$ cat config.mk
export PLATFORM = sky130hd
export DESIGN_NAME = mainfsm_f_flat
export DESIGN_NICKNAME = d
export VERILOG_FILES = /design/src/rtl/mainfsm_pkg.sv /design/src/rtl/mainfsm_if.sv /design/src/rtl/mainfsm_f_fp_wdog.sv /design/src/rtl/mainfsm_f.sv /design/src/flat_wrapper.sv
export SDC_FILE = /design/constraint.sdc
export NUM_CORES = 1
export LEC_CHECK = 0
export CORE_ASPECT_RATIO = 0.8
export CORE_MARGIN = 2
export CORE_UTILIZATION = 45
export CTS_CLUSTER_DIAMETER = 120
export DETAILED_ROUTE_END_ITERATION = 8
export PLACE_DENSITY = 0.74
export SYNTH_ARGS = -nofsm -noshare
export SYNTH_HDL_FRONTEND = slang
export SYNTH_SLANG_ARGS = --single-unit
export TNS_END_PERCENT = 5
$ cat constraint.sdc
create_clock -name clk -period 2.14 [get_ports clk]
set_input_delay 0.321 -clock clk [delete_from_list [all_inputs] [get_ports clk]]
set_output_delay 0.321 -clock clk [all_outputs]
set_load 0.1 [all_outputs]
$ cat src/rtl/mainfsm_pkg.sv
// Shared types and constants for the multicycle RV32I+F control FSM.
package mainfsm_pkg;

    localparam int unsigned OP_W  = 7;
    localparam int unsigned SEL_W = 2;
    localparam int unsigned CNT_W = 8;

    typedef enum logic [3:0] {
        S_FETCH    = 4'd0,
        S_DECODE   = 4'd1,
        S_MEMADR   = 4'd2,
        S_MEMREAD  = 4'd3,
        S_MEMWB    = 4'd4,
        S_MEMWRITE = 4'd5,
        S_EXECUTER = 4'd6,
        S_EXECUTEI = 4'd7,
        S_ALUWB    = 4'd8,
        S_JAL      = 4'd9,
        S_BEQ      = 4'd10,
        S_LUI      = 4'd11,
        S_FPEXEC   = 4'd12,
        S_FPWB     = 4'd13,
        S_ILLEGAL  = 4'd14
    } state_t;

    localparam logic [OP_W-1:0] OP_LOAD  = 7'b0000011;
    localparam logic [OP_W-1:0] OP_FLW   = 7'b0000111;
    localparam logic [OP_W-1:0] OP_STORE = 7'b0100011;
    localparam logic [OP_W-1:0] OP_FSW   = 7'b0100111;
    localparam logic [OP_W-1:0] OP_RTYPE = 7'b0110011;
    localparam logic [OP_W-1:0] OP_ITYPE = 7'b0010011;
    localparam logic [OP_W-1:0] OP_JAL   = 7'b1101111;
    localparam logic [OP_W-1:0] OP_BEQ   = 7'b1100011;
    localparam logic [OP_W-1:0] OP_LUI   = 7'b0110111;
    localparam logic [OP_W-1:0] OP_FP    = 7'b1010011;

    localparam logic [SEL_W-1:0] SRCA_PC    = 2'b00;
    localparam logic [SEL_W-1:0] SRCA_OLDPC = 2'b01;
    localparam logic [SEL_W-1:0] SRCA_RS1   = 2'b10;
    localparam logic [SEL_W-1:0] SRCA_ZERO  = 2'b11;

    typedef struct packed {
        logic             pc_update;
        logic             ir_write;
        logic             reg_write;
        logic             freg_write;
        logic             mem_write;
        logic             branch;
        logic             adr_src;
        logic             fp_start;
        logic [SEL_W-1:0] result_src;
        logic [SEL_W-1:0] alu_src_a;
        logic [SEL_W-1:0] alu_src_b;
        logic [SEL_W-1:0] alu_op;
        logic             illegal;
    } ctrl_t;

    // Moore decode; FETCH strobes are later qualified by MemReady, fp_start by entry.
    function automatic ctrl_t state_ctrl(state_t s, logic [OP_W-1:0] op);
        ctrl_t c;
        c = '0;
        case (s)
            S_FETCH: begin
                c.pc_update = 1'b1; c.ir_write = 1'b1; c.result_src = 2'b10;
                c.alu_src_a = SRCA_PC; c.alu_src_b = 2'b10;
            end
            S_DECODE:   begin c.alu_src_a = SRCA_OLDPC; c.alu_src_b = 2'b01; end
            S_MEMADR:   begin c.alu_src_a = SRCA_RS1;   c.alu_src_b = 2'b01; end
            S_MEMREAD:  c.adr_src = 1'b1;
            S_MEMWB: begin
                c.result_src = 2'b01;
                if (op == OP_FLW) c.freg_write = 1'b1;
                else              c.reg_write  = 1'b1;
            end
            S_MEMWRITE: begin c.adr_src = 1'b1; c.mem_write = 1'b1; end
            S_EXECUTER: begin c.alu_src_a = SRCA_RS1; c.alu_src_b = 2'b00; c.alu_op = 2'b10; end
            S_EXECUTEI: begin c.alu_src_a = SRCA_RS1; c.alu_src_b = 2'b01; c.alu_op = 2'b10; end
            S_LUI:      begin c.alu_src_a = SRCA_ZERO; c.alu_src_b = 2'b01; end
            S_ALUWB:    c.reg_write = 1'b1;
            S_JAL:      begin c.alu_src_a = SRCA_OLDPC; c.alu_src_b = 2'b10; c.pc_update = 1'b1; end
            S_BEQ: begin
                c.alu_src_a = SRCA_RS1; c.alu_src_b = 2'b00; c.alu_op = 2'b01; c.branch = 1'b1;
            end
            S_FPEXEC:   begin c.alu_src_a = SRCA_RS1; c.alu_src_b = 2'b00; c.alu_op = 2'b11; end
            S_FPWB:     c.freg_write = 1'b1;
            S_ILLEGAL:  c.illegal = 1'b1;
            default:    c.illegal = 1'b1;
        endcase
        return c;
    endfunction

endpackage

$ cat src/rtl/mainfsm_if.sv
// Control bundle between the main FSM (slave) and the datapath/memory side (master).
interface mainfsm_if;
    import mainfsm_pkg::*;

    logic [OP_W-1:0]  op;
    logic             MemReady;
    logic             FpDone;
    logic             PCUpdate;
    logic             IRWrite;
    logic             RegWrite;
    logic             FRegWrite;
    logic             MemWrite;
    logic             Branch;
    logic             AdrSrc;
    logic             FpStart;
    logic [SEL_W-1:0] ResultSrc;
    logic [SEL_W-1:0] ALUSrcA;
    logic [SEL_W-1:0] ALUSrcB;
    logic [SEL_W-1:0] ALUOp;
    logic             Illegal;

    modport master (
        output op, MemReady, FpDone,
        input  PCUpdate, IRWrite, RegWrite, FRegWrite, MemWrite, Branch, AdrSrc, FpStart,
        input  ResultSrc, ALUSrcA, ALUSrcB, ALUOp, Illegal
    );

    modport slave (
        input  op, MemReady, FpDone,
        output PCUpdate, IRWrite, RegWrite, FRegWrite, MemWrite, Branch, AdrSrc, FpStart,
        output ResultSrc, ALUSrcA, ALUSrcB, ALUOp, Illegal
    );
endinterface

$ cat src/rtl/mainfsm_f_fp_wdog.sv
// FPU wait counter: counts stalled FPEXEC cycles and flags the last allowed one.
module fp_wdog
    import mainfsm_pkg::*;
#(
    parameter int unsigned TIMEOUT = 32
) (
    input  logic clk,
    input  logic clr,
    input  logic en,
    output logic expired
);
    logic [CNT_W-1:0] r_count;

    always_ff @(posedge clk) begin
        if (clr)     r_count <= '0;
        else if (en) r_count <= r_count + CNT_W'(1);
    end

    assign expired = (r_count == CNT_W'(TIMEOUT - 1));
endmodule

$ cat src/rtl/mainfsm_f.sv
// Multicycle RV32I+F main control FSM with FPU watchdog and sticky illegal trap.
module mainfsm_f
    import mainfsm_pkg::*;
#(
    parameter int unsigned FP_EN      = 1,
    parameter int unsigned FP_TIMEOUT = 32
) (
    input  logic     clk,
    input  logic     reset,
    mainfsm_if.slave bus
);
    localparam bit FP_ON = (FP_EN != 0);

    state_t r_state, w_next;
    ctrl_t  r_ctrl, w_next_ctrl;
    logic   w_wdog_clr, w_wdog_en, w_expired, w_fetch_gate;

    assign w_wdog_clr = reset | (r_state != S_FPEXEC);
    assign w_wdog_en  = (r_state == S_FPEXEC) & ~bus.FpDone;

    fp_wdog #(.TIMEOUT(FP_TIMEOUT)) u_wdog (
        .clk     (clk),
        .clr     (w_wdog_clr),
        .en      (w_wdog_en),
        .expired (w_expired)
    );

    // State and decoded controls are registered together from the next state.
    always_ff @(posedge clk) begin
        if (reset) begin
            r_state <= S_FETCH;
            r_ctrl  <= state_ctrl(S_FETCH, '0);
        end else begin
            r_state <= w_next;
            r_ctrl  <= w_next_ctrl;
        end
    end

    always_comb begin
        w_next      = r_state;
        w_next_ctrl = '0;
        case (r_state)
            S_FETCH:  if (bus.MemReady) w_next = S_DECODE;
            S_DECODE: begin
                case (bus.op)
                    OP_LOAD, OP_STORE: w_next = S_MEMADR;
                    OP_FLW, OP_FSW:    w_next = FP_ON ? S_MEMADR : S_ILLEGAL;
                    OP_RTYPE:          w_next = S_EXECUTER;
                    OP_ITYPE:          w_next = S_EXECUTEI;
                    OP_JAL:            w_next = S_JAL;
                    OP_BEQ:            w_next = S_BEQ;
                    OP_LUI:            w_next = S_LUI;
                    OP_FP:             w_next = FP_ON ? S_FPEXEC : S_ILLEGAL;
                    default:           w_next = S_ILLEGAL;
                endcase
            end
            S_MEMADR:   w_next = (bus.op == OP_LOAD || bus.op == OP_FLW) ? S_MEMREAD : S_MEMWRITE;
            S_MEMREAD:  if (bus.MemReady) w_next = S_MEMWB;
            S_MEMWB:    w_next = S_FETCH;
            S_MEMWRITE: if (bus.MemReady) w_next = S_FETCH;
            S_EXECUTER, S_EXECUTEI, S_LUI, S_JAL: w_next = S_ALUWB;
            S_ALUWB, S_BEQ, S_FPWB:               w_next = S_FETCH;
            // A completing FPU wins over a coincident timeout.
            S_FPEXEC: begin
                if (bus.FpDone)     w_next = S_FPWB;
                else if (w_expired) w_next = S_ILLEGAL;
            end
            S_ILLEGAL:  w_next = S_ILLEGAL;
            default:    w_next = S_ILLEGAL;
        endcase
        w_next_ctrl          = state_ctrl(w_next, bus.op);
        w_next_ctrl.fp_start = (w_next == S_FPEXEC) && (r_state != S_FPEXEC);
    end

    assign w_fetch_gate = (r_state == S_FETCH) ? bus.MemReady : 1'b1;

    // Reset masks every strobe and parks the selects at their FETCH values.
    assign bus.PCUpdate  = ~reset & r_ctrl.pc_update & w_fetch_gate;
    assign bus.IRWrite   = ~reset & r_ctrl.ir_write & w_fetch_gate;
    assign bus.RegWrite  = ~reset & r_ctrl.reg_write;
    assign bus.FRegWrite = ~reset & r_ctrl.freg_write;
    assign bus.MemWrite  = ~reset & r_ctrl.mem_write;
    assign bus.Branch    = ~reset & r_ctrl.branch;
    assign bus.AdrSrc    = ~reset & r_ctrl.adr_src;
    assign bus.FpStart   = ~reset & r_ctrl.fp_start;
    assign bus.Illegal   = ~reset & r_ctrl.illegal;
    assign bus.ResultSrc = reset ? 2'b10   : r_ctrl.result_src;
    assign bus.ALUSrcA   = reset ? SRCA_PC : r_ctrl.alu_src_a;
    assign bus.ALUSrcB   = reset ? 2'b10   : r_ctrl.alu_src_b;
    assign bus.ALUOp     = reset ? 2'b00   : r_ctrl.alu_op;
endmodule
$ cat src/flat_wrapper.sv
// flat-port wrapper written by rule: the top's interface ports become plain ports
module mainfsm_f_flat import mainfsm_pkg::*;
#(
    parameter int unsigned FP_EN      = 1,
    parameter int unsigned FP_TIMEOUT = 32
)
  (clk, reset, bus_op, bus_MemReady, bus_FpDone, bus_PCUpdate, bus_IRWrite, bus_RegWrite, bus_FRegWrite, bus_MemWrite, bus_Branch, bus_AdrSrc, bus_FpStart, bus_ResultSrc, bus_ALUSrcA, bus_ALUSrcB, bus_ALUOp, bus_Illegal);
  mainfsm_if bus_i ();
  input  logic clk;
  input  logic reset;
  input wire logic [$bits(bus_i.op)-1:0] bus_op;
  input wire logic [$bits(bus_i.MemReady)-1:0] bus_MemReady;
  input wire logic [$bits(bus_i.FpDone)-1:0] bus_FpDone;
  output wire logic [$bits(bus_i.PCUpdate)-1:0] bus_PCUpdate;
  output wire logic [$bits(bus_i.IRWrite)-1:0] bus_IRWrite;
  output wire logic [$bits(bus_i.RegWrite)-1:0] bus_RegWrite;
  output wire logic [$bits(bus_i.FRegWrite)-1:0] bus_FRegWrite;
  output wire logic [$bits(bus_i.MemWrite)-1:0] bus_MemWrite;
  output wire logic [$bits(bus_i.Branch)-1:0] bus_Branch;
  output wire logic [$bits(bus_i.AdrSrc)-1:0] bus_AdrSrc;
  output wire logic [$bits(bus_i.FpStart)-1:0] bus_FpStart;
  output wire logic [$bits(bus_i.ResultSrc)-1:0] bus_ResultSrc;
  output wire logic [$bits(bus_i.ALUSrcA)-1:0] bus_ALUSrcA;
  output wire logic [$bits(bus_i.ALUSrcB)-1:0] bus_ALUSrcB;
  output wire logic [$bits(bus_i.ALUOp)-1:0] bus_ALUOp;
  output wire logic [$bits(bus_i.Illegal)-1:0] bus_Illegal;
  assign bus_i.op = bus_op;
  assign bus_i.MemReady = bus_MemReady;
  assign bus_i.FpDone = bus_FpDone;
  assign bus_PCUpdate = bus_i.PCUpdate;
  assign bus_IRWrite = bus_i.IRWrite;
  assign bus_RegWrite = bus_i.RegWrite;
  assign bus_FRegWrite = bus_i.FRegWrite;
  assign bus_MemWrite = bus_i.MemWrite;
  assign bus_Branch = bus_i.Branch;
  assign bus_AdrSrc = bus_i.AdrSrc;
  assign bus_FpStart = bus_i.FpStart;
  assign bus_ResultSrc = bus_i.ResultSrc;
  assign bus_ALUSrcA = bus_i.ALUSrcA;
  assign bus_ALUSrcB = bus_i.ALUSrcB;
  assign bus_ALUOp = bus_i.ALUOp;
  assign bus_Illegal = bus_i.Illegal;
  mainfsm_f #(.FP_EN(FP_EN), .FP_TIMEOUT(FP_TIMEOUT)) u_core (.clk(clk), .reset(reset), .bus(bus_i));
endmodule
==> out/results.txt <==
Die Wd = 70.67 microns
WL/cell = 12.55 microns
HPWL after detailed placement = 2.462 mm
Final period util = 96.23%
Synth top area cells = dfxtp_1, nor2b_1, nor2_1, nand2b_1, xnor2_1
Worst setup EP type = register
DP Worst Slack = -0.2285 ns
Slowest-stage cell, CP = clkdlybuf4s50_1
NumNets Final = 244
Yosys warns = 0
Worst-path fanout max = 4
VDD IR-drop max = 0.5344 mV
Clock slew at reported path FFs = 0.06 ns
Min Tclk post-route = 2.059 ns
Status = complete, no violations
Non-filler cells, final = 275
Port bufs = 27
Clk Latency, worst-skew pair = 0.28 ns
Worst endpoint required time = 2.32 ns
GR Util All Layers = 17.62%
CTS Root Cell = clkbuf_8
DIE AREA = 4052 sq um
Antenna violations before repair = 0
LEAKAGE = 0.9358 nW
Layout cells sized above 1 = 28.76%
Placed cells = 267
Final wirelength = 3.452 mm
Core ar. = 3423 sq um
Clk sinks = 29
Number of setup buffers added after CTS = 0
PwrDens = 826.3 nW/um^2
Detailed Routing Iterations Pass 1 = 4
Max-cap violations = 0
Fillcell total = 255
Diodes inserted = 0
Initial Utilization = 46.75%
Cell Area, Synth = 1600 sq um
Syn Nets = 200
Die height = 57.34 microns
Grt total ovfl = 0
# resized after CTS = 0
Register area share after synthesis = 36.28%
CTS Buffer Depth = 2
Post-synth cell types = 49
CTS Hold Buffers Added = 0
Final routed DRC violation total = 0
Final Cell Area = 2341 sq um
Row count = 19
CTS tree = done
Overall power = 0.001934 W
Post-synth top flop = dfxtp_1
Slowest stage delay, CP = 0.58 ns
Achievable Freq = 485.6 MHz
First-pass GRT wire length = 5.554 mm
Layout area overhead = 46.29%
Clk_skew = 0.007647 ns
FF+latch count, synth = 29
Final hold vios = 0
PnR worst setup slack = 0.08068 ns
HP Class = reg -> reg
Ys async rst share = 0%
I/O pins = 28
Setup violations, final = 0
TritonCTS Buffers = 5
Crit path DAT = 2.24 ns
Final hold slack = 0.5093 ns
Startpoint Class = input pin
CTS H-tree depth = 2
Final max-slew violation count = 0
Family with the most delay on the worst path = compound AO/OA/AOI/OAI gates
Vias in the first global route = 1210
Drt first-iter violations = 84
Crit path cell chain = clkdlybuf4s50_1 -> nand4bb_4 -> o311ai_2 -> o311ai_1 -> a21oi_2 -> mux2_1 -> nor4_2
Relative slew slack = 70.56%
Vias per cell = 5.164
Register Area = 580.6 sq um
Gp weighted congestion = 0.8243
CP Class = in -> reg
Actual slew at the worst max-slew pin = 0.4406 ns
Vias = 1420
Largest net degree at the start of global routing = 13
Multi-input logic area = 957.2 sq um
Post-synth top area share = 36.28%
Synth area leader = dfxtp_1
DP Area = 2193 sq um
Post-Synthesis Cells = 188
Avg Cell Area, Syn = 8.512 sq um
Buffers & Inverters on Critical Path = 1
DRT antenna net count = 0
Number of enable flip-flop cells after synthesis = 0
power by group:
group / internal, W / switching [W] / leakage (nW) / total, W
Clock: 0.000379 / 0.000205 / 0.0585 / 0.000584
Sequential: 0.000593 / 0.0000331 / 0.236 / 0.000626
Combinational: 0.000292 / 0.000433 / 0.641 / 0.000725
Total: 0.00126 / 0.000670 / 0.936 / 0.00193
area by class of cell:
cell class,count,share of cell area [%]
timing repair buffer,50,26.30
tap,42,2.245
clock inverter,1,1.283
multi-input combinational,141,40.89
inverter,5,0.8017
sequential,29,24.80
clock buffer,7,3.688
cells in the mapped netlist, types with 2 or more instances:
master,n
a21oi_1,8
and2_1,4
and3_1,3
and3b_1,2
and4b_1,2
buf_2,7
buf_6,2
clkbuf_1,4
dfxtp_1,29
inv_1,2
inv_2,2
nand2_1,11
nand2b_1,7
nand3_1,7
nand4_1,5
nor2_1,20
nor2_2,2
nor2b_1,17
nor3_1,5
nor3_2,4
nor3b_1,2
o21ai_1,2
o21bai_1,4
o311ai_1,2
or2_2,2
or3_1,2
xnor2_1,5
xor2_1,5
metrics by stage:
| step | utilization (%) | TNS (ns) |
|---|---|---|
| 4_1_cts | 67.47 | 0 |
| 2_1_floorplan | - | -3.369 |
| 5_1_grt | 68.38 | -0.02123 |
| 6_report | 68.38 | 0 |
| 3_5_place_dp | 64.07 | -2.117 |
| 3_3_place_gp | 64.07 | -1.777 |
sequential cells by signal (all words and copies together), names as in the netlist:
name                   cells
u_core.r_ctrl             17
u_core.u_wdog.r_count      8
u_core.r_state             4
tightest hold or removal path, cell delays in order (launching register included):
cell and delay (ns):
dfxtp_1 0.34, xor2_1 0.07, nor2_1 0.07
routing by layer:
layer / GRT usage [%] / wire length (microns) / part of all wire (%) / vias up
li1: - / - / - / 731
met1: 23.24 / 1614 / 47 / 637
met2: 28.44 / 1596 / 46 / 45
met3: 3.180 / 180 / 5.2 / 7
met4: 8.086 / 61 / 1.8 / 0
met5: 0 / 0 / 0 / -
cells by family (layout without fill, tap and decap cells):
kind of cell | Yosys count | after routing | synth area share [%]
xor gates and xnor gates | 10 | 10 | 5.473
buffers and inverters | 18 | 63 | 5.707
AOI/OAI and AO/OA | 24 | 24 | 11.03
adders and majority gates | 1 | 1 | 0.7817
and+or+nand+nor | 103 | 103 | 38.70
muxes | 3 | 3 | 2.033
DFF | 29 | 29 | 36.28
final timing paths:
path | startpoint | endpoint | depth (start not counted) | slack, ns
max | bus_op[1] | u_core.r_ctrl[14] | 7 | 0.08
min | u_core.u_wdog.r_count[4] | u_core.u_wdog.r_count[4] | 2 | 0.51
max reg2reg | u_core.r_state[0] | u_core.r_ctrl[16] | 7 | 0.19
min reg2reg | u_core.u_wdog.r_count[4] | u_core.u_wdog.r_count[4] | 2 | 0.51
layout by cell type (no fill, tap or decap), types with 2 or more instances in the layout:
cell type,netlist,routed
dfxtp_1,29,29
or2_2,2,2
nand2b_1,7,7
xnor2_1,5,5
xor2_1,5,5
and4b_1,2,2
nand4_1,5,5
clkbuf_8,0,6
nor3_2,4,4
clkdlybuf4s50_1,0,9
nor3_1,5,5
nor2_2,2,2
and3_1,3,3
nor2b_1,17,17
o21bai_1,4,4
inv_1,2,2
inv_2,2,2
and2_1,4,4
nand2_1,11,11
buf_12,0,17
a21oi_1,8,8
nor2_1,20,20
nand3_1,7,7
nor3b_1,2,2
buf_4,0,23
o21ai_1,2,2
and3b_1,2,2
Note: power is estimated with default switching activity, not from simulation.
